==> src/rtl/vga_sync_gen.sv <==
// VGA timing source: x/y counters, registered syncs, video_on and strobes.
// Ports: clk, rst_n (sync, active-low) in; x, y, video_on, hsync, vsync,
// p_tick, line_start, frame_start, sec_tick out.
module vga_sync_gen #(
  parameter int H_VIS          = 800,
  parameter int H_FP           = 56,
  parameter int H_SYNC         = 120,
  parameter int H_BP           = 64,
  parameter int V_VIS          = 600,
  parameter int V_FP           = 37,
  parameter int V_SYNC         = 6,
  parameter int V_BP           = 23,
  parameter int SYNC_POL       = 1,
  parameter int CLK_DIV        = 1,
  parameter int FRAMES_PER_SEC = 72
) (
  input  logic        clk,
  input  logic        rst_n,
  output logic [10:0] x,
  output logic [10:0] y,
  output logic        video_on,
  output logic        hsync,
  output logic        vsync,
  output logic        p_tick,
  output logic        line_start,
  output logic        frame_start,
  output logic        sec_tick
);

  localparam int H_TOTAL = H_VIS + H_FP + H_SYNC + H_BP;
  localparam int V_TOTAL = V_VIS + V_FP + V_SYNC + V_BP;
  localparam int DW = (CLK_DIV > 1) ? $clog2(CLK_DIV) : 1;

  localparam logic [10:0] H_LAST = 11'(H_TOTAL - 1);
  localparam logic [10:0] V_LAST = 11'(V_TOTAL - 1);

  // 12-bit bounds so an end-of-range equal to 2048 still compares right
  localparam logic [11:0] H_VEND = 12'(H_VIS);
  localparam logic [11:0] HS_BEG = 12'(H_VIS + H_FP);
  localparam logic [11:0] HS_END = 12'(H_VIS + H_FP + H_SYNC);
  localparam logic [11:0] V_VEND = 12'(V_VIS);
  localparam logic [11:0] VS_BEG = 12'(V_VIS + V_FP);
  localparam logic [11:0] VS_END = 12'(V_VIS + V_FP + V_SYNC);

  localparam logic [DW-1:0] DIV_LAST = DW'(CLK_DIV - 1);
  localparam logic [6:0]    FPS_LAST = 7'(FRAMES_PER_SEC - 1);
  localparam logic          POL      = 1'(SYNC_POL);

  logic [DW-1:0] div_cnt;
  logic [DW-1:0] div_nxt;
  logic [6:0]    frame_cnt;
  logic          en;
  logic          h_wrap;
  logic          v_wrap;
  logic [10:0]   x_nxt;
  logic [10:0]   y_nxt;
  logic [11:0]   xw;
  logic [11:0]   yw;
  logic          von_nxt;
  logic          hs_nxt;
  logic          vs_nxt;
  logic          ls_nxt;
  logic          fs_nxt;
  logic          st_nxt;

  always_comb begin
    en      = (div_cnt == DIV_LAST);
    div_nxt = en ? '0 : div_cnt + 1'b1;
    h_wrap  = (x == H_LAST);
    v_wrap  = (y == V_LAST);
    x_nxt   = h_wrap ? '0 : x + 11'd1;
    y_nxt   = y;
    if (h_wrap) begin
      y_nxt = v_wrap ? '0 : y + 11'd1;
    end
    xw      = {1'b0, x_nxt};
    yw      = {1'b0, y_nxt};
    // decode the values x/y are about to take, so the flops line up
    von_nxt = (xw < H_VEND) && (yw < V_VEND);
    hs_nxt  = ((xw >= HS_BEG) && (xw < HS_END)) ? POL : ~POL;
    vs_nxt  = ((yw >= VS_BEG) && (yw < VS_END)) ? POL : ~POL;
    ls_nxt  = en && h_wrap;
    fs_nxt  = ls_nxt && v_wrap;
    st_nxt  = fs_nxt && (frame_cnt == FPS_LAST);
  end

  always_ff @(posedge clk) begin
    if (!rst_n) begin
      div_cnt     <= '0;
      frame_cnt   <= '0;
      x           <= H_LAST;
      y           <= V_LAST;
      video_on    <= 1'b0;
      hsync       <= ~POL;
      vsync       <= ~POL;
      p_tick      <= 1'b0;
      line_start  <= 1'b0;
      frame_start <= 1'b0;
      sec_tick    <= 1'b0;
    end else begin
      div_cnt     <= div_nxt;
      p_tick      <= en;
      line_start  <= ls_nxt;
      frame_start <= fs_nxt;
      sec_tick    <= st_nxt;
      if (fs_nxt) begin
        frame_cnt <= st_nxt ? '0 : frame_cnt + 7'd1;
      end
      if (en) begin
        x        <= x_nxt;
        y        <= y_nxt;
        video_on <= von_nxt;
        hsync    <= hs_nxt;
        vsync    <= vs_nxt;
      end
    end
  end

endmodule

==> config.mk <==
export PLATFORM = sky130hd
export DESIGN_NAME = vga_sync_gen
export DESIGN_NICKNAME = d
export VERILOG_FILES = /design/src/rtl/vga_sync_gen.sv
export SDC_FILE = /design/constraint.sdc
export NUM_CORES = 1
export LEC_CHECK = 0
export BUFFER_PORTS_ARGS = -buffer_cell sky130_fd_sc_hd__buf_4
export CORE_MARGIN = 2
export CORE_UTILIZATION = 40
export DETAILED_ROUTE_END_ITERATION = 8
export SLEW_MARGIN = 10
export SYNTH_ARGS = -nofsm -noshare
export SYNTH_HDL_FRONTEND = slang
export SYNTH_SLANG_ARGS = --single-unit
==> constraint.sdc <==
create_clock -name clk -period 2.1 [get_ports clk]
set_input_delay 0.21 -clock clk [delete_from_list [all_inputs] [get_ports clk]]
set_output_delay 0.21 -clock clk [all_outputs]
set_load 0.01 [all_outputs]
Yosys cells after proc, flatten, opt, wreduce, memory -nomap -nowiden
Cells that the tools add are included.

operators by class
  bitwise operators = 1
  equality and inequality tests = 3
  $lt $le $gt $ge = 6
  div/mod/pow operators = 0
  muxes and demuxes = 6
  add/sub/neg operators = 4
  shift operators = 0
  multiply operators = 0
  reductions and logical operators = 7

operators with widths
  kind                     number
  $lt A11 B10 Y1 const B   4
  $mux W11                 3
  $add A11 B1 Y11 const B  2
  $ge A11 B10 Y1 const B   2
  $eq A11 B10 Y1 const B   1
  $eq A11 B11 Y1 const B   1
  $add A7 B1 Y7 const B    1
  $eq A7 B7 Y1 const B     1
  $mux W7                  1
  $logic_and A1 B1 Y1      6
  $mux W1                  2
  $reduce_and A2 Y1        1
  $add A1 B1 Y1 const B    1
  $not A1 Y1               1

storage, ports and cells
  output and inout port bits = 29
  register bits after elaboration = 37
  memories = 0
  bits in read-only memories = 0
  logic and storage cells = 38
  bits in latches = 0
  RAM bits = 0
  input port bits = 2

Logic depth before layout (Yosys ltp)
Gate-level depths: netlist (run 1).

  word-level depth = 6
  depth in mapped cells = 10
  depth with buffers taken out = 9

Least setup slack after synthesis (run 1)
OpenSTA, ideal clock, no wires.

  path kind = reg-to-reg
  start = register x[0]
  end = register video_on
  slack = -0.099 ns
  required time = 1.983 ns
  data arrival time = 2.082 ns
  clock period less this slack = 2.199 ns
  stages on the path, launching flop included = 11
  buffers on the path = 2
  setup time = 0.117 ns
  path through = dfxtp_1 ha_1 and3_1 buf_4 nand3_1 buf_2 or3_4 xnor2_1 nand2_1 o21ai_1 a32o_1

between the ends
  cells in the longest elaborated chain, start to end = 4
  elaborated cells on any way between the ends = 7
  those cells by class = add/sub: 1; order compare: 2; eq/ne: 1; mux: 2; reduce/logical: 1

ends and longest elaborated chain
  element                                            line    source
  from (decl)                                        19      output logic [10:0] x,
  from (signal assigned)                             110     x <= x_nxt;
  $add A11 B1 Y11 or $eq A11 B11 Y1 (tied branches)  71, 69
  $mux W11, on equally long branches                 71, 73
  $lt A11 B10 Y1                                     79      von_nxt = (xw < H_VEND) && (yw < V_VEND);
  $logic_and A1 B1 Y1 (*)                            79
  to (signal assigned)                               112     video_on <= von_nxt;
  to (decl)                                          21      output logic video_on,

Mark *: on every way between the ends. The rest lies on a longest branch, timed or not.
A chain may end at the register's enable or synchronous reset.

Final worst setup path (run 1)
  start = register y[1]
  end = register vsync

between the ends
  cells in the longest elaborated chain, start to end = 6
  elaborated cells on any way between the ends = 8
  those cells by class = add/sub: 1; order compare: 2; eq/ne: 1; mux: 3; reduce/logical: 1

ends and longest elaborated chain
  element                                            line    source
  from (decl)                                        20      output logic [10:0] y,
  from (signal assigned)                             111     y <= y_nxt;
  $add A11 B1 Y11 or $eq A11 B10 Y1 (tied branches)  74, 70
  $mux W11                                           74      y_nxt = v_wrap ? '0 : y + 11'd1;
  $mux W11 (*)                                       73      if (h_wrap) begin
  $ge A11 B10 Y1 or $lt A11 B10 Y1 (tied branches)   81      vs_nxt = ((yw >= VS_BEG) && (yw < VS_END)) ? POL : ~POL;
  $logic_and A1 B1 Y1 (*)                            81
  $mux W1 (*)                                        81
  to (signal assigned)                               95      vsync <= ~POL;
  to (signal assigned)                               114     vsync <= vs_nxt;
  to (decl)                                          23      output logic vsync,

Marked as above.

==> run metrics, run 1 <==
async set or reset register ratio after synthesis=0; Worst-Margin Slew=0.614 ns; RSZ-0062 raised after global routing=true; hold_buf cts=0; Leakage=1.16 nW; Port Buffer Count=30; TritonCTS clock tree=yes; post-place setup slack=-0.0452 ns; Fillers=537; post-layout min period=2.10 ns; # setup viols final=1; Hold Slack=0.203 ns; outcome=finished, violations left; Routed WL=5760 um; Die Span Y=78.5 um; Final nets=345; Util after Layout=0.536; share of cells above drive strength 1=0.297; failing checks=setup timing; vias in the first global route=2042; largest net degree at the start of global routing=20; post-synth cell types=58; core footprint=0.00544 mm^2; antenna violations before repair=0; Register Area=754 um^2; via count=2202; Hold Crit Class=in -> reg; Multi-input gate area=0.00141 mm^2; maximum vdd drop=333 uV; GPL Wtd Cong=0.817; Clock Latency Late Sink=0.30 ns; PD cells=735 mW/mm^2; Seq cells post-synth=37; worst setup margin=-0.00500 ns; DRC=0; number of synthesized flops with an enable pin=0; GRT Util Overall=0.192; sequential area share after synthesis=0.333; FF-to-FF path depth=9; H-tree Lvls=2; Startpoint Class=flop; die area=0.00617 mm^2; commonest cells in the netlist=37 x dfxtp_1, 30 x nand2_1, 28 x nor2_1, 22 x nand3_1, 16 x o21ai_0; CTS Buffer Depth=2; Fin. Hold Viols=0; Synth Area per Inst=7.88 um^2; Worst Skew=0.0106 ns; syn_nets=288; Root Buffer=clkbuf_8; CTS clk-pin slew, worst paths=0.09 ns; critical path capture point type=flop; synth top area cells=dfxtp_1 33%, nand2_1 5.1%, nand3_1 5.0%; DR iter-0 viols=84; total chip power=0.00214 W; Synth area leader=dfxtp_1; HPWL Detailed=4200 um; DRT Pass-1 Iters=4; clock buffer count from CTS=5; total gr overflow=0; first-pass GRT wire length=9450 um; Post-synth top flop=dfxtp_1; synth warn=0; Mapped Area=0.00222 mm^2; Antenna Nets Post-Route=0; critical path fanouts, max=3; Rel. slew slack=0.590; max cap viols=0; hold path depth=2; Post-Synthesis Cells=282; WP data arrival=2.34 ns; Area Overhead vs Synth=31.1%; most numerous cell in the Yosys netlist=dfxtp_1; Rows=27; CTS Sinks=37; I/O Pins=31; fmax=475 MHz; worst setup path class=reg -> reg; Die W=78.5 um; Yosys top cell area share=0.333; Slew Viols, Final=0; Required @ worst endpoint=2.34 ns; WL/cell=14.0 um; initial core utilization=0.409; crit share post-route=1.00; Diodes inserted=0; via/cell ratio=5.34
[metrics by stage]
stage / std cells / area, um^2 / TNS [ns]
after floorplan: 282 / 2250 / 0
after detailed placement: 403 / 2760 / -0.0452
after global placement: 403 / 2760 / 0
after global routing: 412 / 2910 / -0.330
after CTS: 411 / 2870 / 0
final: 412 / 2910 / -0.00500
[registers in the layout (all words and copies together), names as in the netlist]
| name | flops |
|---|---|
| div_cnt | 1 |
| frame_cnt | 7 |
| frame_start | 1 |
| hsync | 1 |
| line_start | 1 |
| p_tick | 1 |
| sec_tick | 1 |
| video_on | 1 |
| vsync | 1 |
| x | 11 |
| y | 11 |
[cell usage in the layout (no fill, tap or decap), types with 2 or more instances in the layout]
master    instances
a21o_1            2
a21oi_1          13
a311oi_1          2
a31oi_1           4
and2_1            2
and3_1            3
and3_2            2
and4_1            2
buf_4            70
clkbuf_8          5
dfxtp_1          32
dfxtp_2           2
dfxtp_4           3
ha_1              2
ha_4              2
inv_1             6
mux2i_1           5
nand2_1          30
nand3_1          21
nand3b_1          2
nand4_1           6
nor2_1           28
nor2b_1           3
nor3_1            8
nor3_2            3
nor4_1            3
nor4b_2           2
o211ai_1          3
o21ai_0          16
o21ai_1           2
o311ai_0          2
or3_1             2
or4_1             2
xnor2_1          11
xor2_1            8
[worst max-delay path, cell delays in order, from the launching register on]
cell and delay [ns]:
dfxtp_4 0.35, inv_2 0.04, ha_4 0.14, and4bb_2 0.22
a32oi_1 0.18, o221ai_1 0.14, or4b_1 0.53, nor4b_2 0.29
a21oi_1 0.06, o21ai_1 0.11
[logic make-up (layout without fill, tap and decap cells)]
kind of cell,Yosys count,in the layout,synth area share
muxes,6,6,0.0276
adders and majority gates,4,4,0.0225
other,1,1,0.00169
xor gates and xnor gates,19,19,0.0749
DFF,37,37,0.333
AOI/OAI and AO/OA,55,55,0.155
buffers and inverters,27,85,0.0524
and+or+nand+nor,133,133,0.333
[worst paths after layout]
| path | slack [ns] | from | endpoint |
|---|---|---|---|
| worst max register to register | -0.005 | y[1] | vsync |
| worst min register to register | 0.48 | hsync | hsync |
| worst min-delay path | 0.20 | rst_n | y[9] |
| worst max-delay path | -0.005 | y[1] | vsync |
[cell type report]
| type | instances | share of cell area |
|---|---|---|
| clock buffer | 7 | 0.0335 |
| clock inverter | 1 | 0.00301 |
| inverter | 7 | 0.00902 |
| multi-input combinational | 218 | 0.484 |
| sequential | 37 | 0.259 |
| tap | 72 | 0.0309 |
| timing repair buffer | 70 | 0.180 |
[power by group]
group | switching, W | internal, W
Clock | 0.000282 | 0.000309
Sequential | 0.0000312 | 0.000749
Combinational | 0.000413 | 0.000357
Total | 0.000726 | 0.00142
[routing by layer]
| metal | global-route usage | vias to the layer above | wire length (um) |
|---|---|---|---|
| met5 | 0 | - | 0 |
| met4 | 0.0825 | 0 | 97 |
| met3 | 0.0402 | 10 | 267 |
| met2 | 0.321 | 59 | 2830 |
| met1 | 0.238 | 1011 | 2560 |
| li1 | - | 1122 | - |
[timing repair]
item / CTS / global route
endpoints found under the setup margin: 1 / 6
buffers inserted: 0 / 1
pin swaps: 1 / 7
gates resized for setup: 4 / 7
(Power assumes the default switching activity.)
==> inputs of run 2 (changes only) <==
==> constraint.sdc (replaced) <==
create_clock -name clk -period 2.05 [get_ports clk]
set_input_delay 0.205 -clock clk [delete_from_list [all_inputs] [get_ports clk]]
set_output_delay 0.205 -clock clk [all_outputs]
set_load 0.01 [all_outputs]
==> run 2 against run 1 <==
The run still ends with setup timing left; register-to-register slack got worse by 0.02 ns; global-route usage increased by 0.74 points; first-iteration DRC count increased by 76%; sequential power increased by 2%; flip-flop and latch count unchanged; clock skew decreased by 0.0059 ns; combinational power increased by 7.1%; wire length increased by 3.1%; total power increased by 1.5%; worst setup slack got worse by 0.021 ns; sequential share of layout area about the same; via count increased by 1.4%; highest routed layer unchanged.
==> run metrics, run 2 (synthesized netlist as in run 1, its figures left out) <==
Die Span Y=78.5 um (unchanged); failing checks=setup timing; biggest regs=x x11, y x11, frame_cnt x7; I/O Pins=31 (unchanged); via count=2232 (+1.4%); Fillers=534 (-0.56%); Diodes inserted=0 (unchanged); post-place instance area=0.00278 mm^2 (+0.82%); Rows=27 (unchanged); Worst Skew=0.00462 ns (-0.00594 ns); critical path capture point type=flop; hold path start=rst_n; GRT Util Overall=0.200 (+0.00744); Port Buffer Count=30 (unchanged); critical path fanouts, max=5 (+2); die area=0.00617 mm^2 (unchanged); r2r endpoint=frame_cnt[5]; CTS Sinks=37 (unchanged); clock buffer count from CTS=5 (unchanged); DR iter-0 viols=148 (+76%); Rel. slew slack=0.592 (+0.00193); Area Overhead vs Synth=31.3% (about the same); max cap viols=0 (unchanged); outcome=finished, violations left; crit share post-route=1.01 (+0.0105); worst path cell trace=nor4b_4 -> nand3_2 -> buf_4 -> buf_4 -> nor3_4 -> nand4_1 -> or3_1 -> a21oi_1; total gr overflow=0 (unchanged); HPWL Detailed=4330 um (+3.0%); Leakage=1.16 nW (about the same); DRC=0 (unchanged); hold path depth=2 (unchanged); PD cells=745 mW/mm^2 (+1.4%); Util after Layout=0.536 (about the same); Clock Latency Late Sink=0.29 ns (about the same); # setup viols final=3 (+2); Worst R2R Setup Slack=-0.03 ns (-0.02 ns); setup tns final=-0.0623 ns (-0.0573 ns); maximum vdd drop=296 uV (-11%); Slew Viols, Final=0 (unchanged); TritonCTS clock tree=yes; initial core utilization=0.409 (unchanged); Routed WL=5930 um (+3.1%); Worst-Margin Slew=0.611 ns (-0.00289 ns); via/cell ratio=5.38 (+0.63%); antenna violations before repair=0 (unchanged); most used cell, CP=buf_4; WP data arrival=2.30 ns (-0.04 ns); fmax=482 MHz (+1.4%); Startpoint Class=flop; RSZ-0062 raised after global routing=true; DRT Pass-1 Iters=4 (unchanged); first-pass GRT wire length=9910 um (+4.9%); CTS clk-pin slew, worst paths=0.09 ns (about the same); Antenna Nets Post-Route=0 (unchanged); share of cells above drive strength 1=0.306 (+0.00906); Worst path slowest cell=nor4b_4; worst setup path class=reg -> reg; Die W=78.5 um (unchanged); GPL Wtd Cong=0.888 (+8.6%); Final nets=348 (+0.87%); post-layout min period=2.08 ns (-0.0286 ns); vias in the first global route=2060 (+0.88%); largest net degree at the start of global routing=22 (+10%); R2R Path Start=x[9]; CTS Buffer Depth=2 (unchanged); most common cell after layout, fill and taps aside=buf_4; core footprint=0.00544 mm^2 (unchanged); Required @ worst endpoint=2.28 ns (-0.06 ns); Hold Crit Class=in -> reg; slowest stage delay, CP=0.38 ns (-0.15 ns); worst setup margin=-0.0264 ns (-0.0214 ns); post-route cell area=0.00292 mm^2 (about the same); commonest cells after routing, fill and taps aside=73 x buf_4, 32 x dfxtp_1, 30 x nand2_1; WL/cell=14.3 um (+2.3%); Hold Crit Endpoint=y[9]; H-tree Lvls=2 (unchanged); FF-to-FF path depth=8 (-1); Fin. Hold Viols=0 (unchanged); Root Buffer=clkbuf_8
-- run 2: per-stage QoR --
step                total power [W]  worst slack, ns  hold WS (ns)  std cells
CTS                         0.00216          -0.0268         0.202        414
detailed placement          0.00161          -0.0787         0.463        406
finish                      0.00217          -0.0264         0.211        415
floorplan                   0.00129          -0.0100         0.483        282
global route                0.00231           -0.174         0.204        415
global placement            0.00160          -0.0176         0.458        406
-- run 2: worst max path at each step --
| stage | to | depth (start not counted) | start | slack [ns] |
|---|---|---|---|---|
| floorplan | video_on | 10 | x[0] | -0.01 |
| global placement | video_on | 8 | x[0] | -0.02 |
| detailed placement | vsync | 8 | x[1] | -0.08 |
| CTS | vsync | 9 | y[1] | -0.03 |
| global route | vsync | 9 | y[1] | -0.17 |
| finish | frame_cnt[5] | 8 | x[9] | -0.03 |
-- run 2: report_power, final --
group / internal [W] / total [W] / leakage (nW) / switching, W
clock: 0.000248 / 0.000555 / 0.0452 / 0.000307
sequential: 0.000766 / 0.000793 / 0.303 / 0.0000277
combinational: 0.000386 / 0.000825 / 0.813 / 0.000439
-- run 2: layout make-up --
cell class,count,area [um^2],share of cell area
multi-input combinational,218,1400,0.481
clock inverter,3,25.0,0.00858
timing repair buffer,73,548,0.188
tap,72,90.1,0.0309
clock buffer,5,68.8,0.0236
sequential,37,754,0.259
inverter,7,26.3,0.00901
-- run 2: per-layer routing --
| metal | vias up | track usage | share of wire |
|---|---|---|---|
| met5 | - | 0 | 0 |
| met4 | 0 | 0.0561 | 0.011 |
| met3 | 8 | 0.0379 | 0.036 |
| met2 | 57 | 0.317 | 0.46 |
| met1 | 1038 | 0.276 | 0.49 |
| li1 | 1129 | - | - |
-- run 2: timing repair --
action | CTS | global route
hold buffers | 0 | 0
setup endpoints to repair | 4 | 8
setup buffers | 0 | 1
pin swaps | 3 | 2
gates resized for setup | 2 | 9
-- run 2: critical path, delay by kind of cell (launching register included) --
| kind | cells | cell delay [ns] |
|---|---|---|
| DFF | 1 | 0.34 |
| AOI/OAI and AO/OA | 1 | 0.13 |
| buffers and inverters | 2 | 0.33 |
| and+or+nand+nor | 5 | 1.22 |
==> inputs of run 3 (changes only) <==
--- a/config.mk
+++ b/config.mk
@@ -5,7 +5,7 @@
 export SDC_FILE = /design/constraint.sdc
 export NUM_CORES = 1
 export LEC_CHECK = 0
-export BUFFER_PORTS_ARGS = -buffer_cell sky130_fd_sc_hd__buf_4
+export BUFFER_PORTS_ARGS = -buffer_cell sky130_fd_sc_hd__clkbuf_2
 export CORE_MARGIN = 2
 export CORE_UTILIZATION = 40
 export DETAILED_ROUTE_END_ITERATION = 8
==> run 3 against run 2 <==
The run still ends with setup timing left; wire length grew 0.27%; critical path depth grew 1; count of clock-buffer cells in the layout grew 1; total power shrank 2.2%; sequential share of layout area grew 0.53 points; flip-flop and latch count is the same.
==> run metrics, run 3 (synthesized netlist as in run 1, its figures left out) <==
outcome=finished, violations left; failing checks=setup timing; critical path fanouts, max=3 (-2); clock buffer count from CTS=5 (unchanged); DRC=0 (unchanged); via count=2272 (+1.8%); CP top delay family=simple AND/OR/NAND/NOR gates; Hold Slack=0.261 ns (+0.0499 ns); Rows=27 (unchanged); antenna violations before repair=0 (unchanged); largest net degree at the start of global routing=34 (+55%); critical path capture point type=flop; total gr overflow=0 (unchanged); Worst-Margin Slew=0.576 ns (-0.0350 ns); core footprint=0.00544 mm^2 (unchanged); GRT Util Overall=0.201 (+0.00131); Port Buffer Count=30 (unchanged); Worst Skew=0.00449 ns (-0.000130 ns); Die Span Y=78.5 um (unchanged); # setup viols final=2 (-1); crit share post-route=1.04 (+0.0247); via/cell ratio=5.46 (+1.5%); max cap viols=0 (unchanged); PD cells=744 mW/mm^2 (-0.16%); Fillers=543 (+1.7%); Root Buffer=clkbuf_8; post-layout min period=2.13 ns (+0.0505 ns); RSZ-0062 raised after global routing=true; Rel. slew slack=0.616 (+0.0233); WP data arrival=2.36 ns (+0.06 ns); commonest cells after routing, fill and taps aside=42 x buf_4, 32 x dfxtp_1, 30 x clkbuf_2; Bufs and invs on worst path=1 (-1); TritonCTS clock tree=yes; Diodes inserted=0 (unchanged); first-pass GRT wire length=9870 um (-0.41%); Clock Latency Late Sink=0.29 ns (about the same); post-place instance area=0.00270 mm^2 (-3.0%); die area=0.00617 mm^2 (unchanged); Routed WL=5950 um (+0.27%); H-tree Lvls=2 (unchanged); Util after Layout=0.525 (-0.0108); Fin. Hold Viols=0 (unchanged); CTS Sinks=37 (unchanged); Die W=78.5 um (unchanged); worst setup path class=reg -> reg; maximum vdd drop=380 uV (+28%); Leakage=1.15 nW (-0.77%); worst path cell trace=inv_2 -> ha_2 -> and4bb_2 -> a32oi_2 -> o221ai_1 -> or4b_1 -> nor4b_2 -> a21oi_1 -> o21ai_1; DR iter-0 viols=134 (-9.5%); fmax=470 MHz (-2.4%); DRT Pass-1 Iters=4 (unchanged); setup tns final=-0.134 ns (-0.0713 ns); HPWL Detailed=4340 um (+0.32%); vias in the first global route=2122 (+3.0%); I/O Pins=31 (unchanged); Antenna Nets Post-Route=0 (unchanged); Required @ worst endpoint=2.28 ns (about the same); initial core utilization=0.409 (unchanged); post-route cell area=0.00286 mm^2 (-2.0%); most common cell after layout, fill and taps aside=buf_4; biggest regs=x x11, y x11, frame_cnt x7; worst setup margin=-0.0769 ns (-0.0505 ns); slowest stage delay, CP=0.51 ns (+0.13 ns); Startpoint Class=flop; CTS Buffer Depth=2 (unchanged); Worst R2R Setup Slack=-0.08 ns (-0.05 ns); WL/cell=14.3 um (about the same); Slew Viols, Final=0 (unchanged); CTS clk-pin slew, worst paths=0.08 ns (about the same); Area Overhead vs Synth=28.6%; share of cells above drive strength 1=0.317 (+0.0107); GPL Wtd Cong=0.866 (-2.5%); Hold Crit Class=in -> reg; Final nets=349 (+0.29%); total chip power=0.00213 W (-2.2%); Worst path slowest cell=or4b_1
[run 3: cell count changes in the layout (fill, tap and decap cells not counted), moves of 2 or more]
cell / delta
buf_4: -31
buf_6: +2
clkbuf_2: +30
inv_4: +2
inv_6: -2
[run 3: worst paths after layout]
kind | cells past startpoint | endpoint | startpoint
min | 2 | y[3] | rst_n
min reg2reg | 2 | hsync | hsync
max | 9 | vsync | y[1]
max reg2reg | 9 | vsync | y[1]
[run 3: routing by layer]
layer / global-route usage / part of all wire / vias to the layer above
met5: 0 / 0 / -
met3: 0.0368 / 0.036 / 18
li1: - / - / 1128
met1: 0.259 / 0.47 / 1070
met2: 0.321 / 0.46 / 56
met4: 0.100 / 0.025 / 0
[run 3: area by class of cell]
| cell class | instances | area [um^2] | area share |
|---|---|---|---|
| Inverter | 7 | 26.3 | 0.00919 |
| Clock buffer | 6 | 72.6 | 0.0254 |
| Multi-Input combinational cell | 218 | 1410 | 0.495 |
| Tap cell | 72 | 90.1 | 0.0315 |
| Clock inverter | 2 | 12.5 | 0.00438 |
| Timing Repair Buffer | 74 | 488 | 0.171 |
| Sequential cell | 37 | 754 | 0.264 |
[run 3: repair_timing]
item	in CTS	in global routing
endpoints found under the hold margin	0	0
setup buffers	2	1
hold buffers	0	0
resized for setup	5	11
endpoints found under the setup margin	5	8
pin swaps	4	5
[run 3: power breakdown]
group          leakage [nW]  internal, W  switching (W)  total [W]
logic                 0.803     0.000360       0.000453   0.000813
clock network        0.0461     0.000242       0.000278   0.000520
registers             0.303     0.000766      0.0000272   0.000793
[run 3: stage by stage]
| stage | setup slack, ns | cells |
|---|---|---|
| 5_1_grt | -0.182 | 416 |
| 3_5_place_dp | -0.111 | 405 |
| 2_1_floorplan | -0.0100 | 282 |
| 3_3_place_gp | -0.0931 | 405 |
| 6_report | -0.0769 | 416 |
| 4_1_cts | -0.0599 | 415 |
[run 3: worst reg2reg max path: stages, from the launching register on]
cell and delay [ns]:
dfxtp_4 0.35, inv_2 0.03, ha_2 0.15, and4bb_2 0.24, a32oi_2 0.21, o221ai_1 0.13, or4b_1 0.51, nor4b_2 0.25
a21oi_1 0.06, o21ai_1 0.13
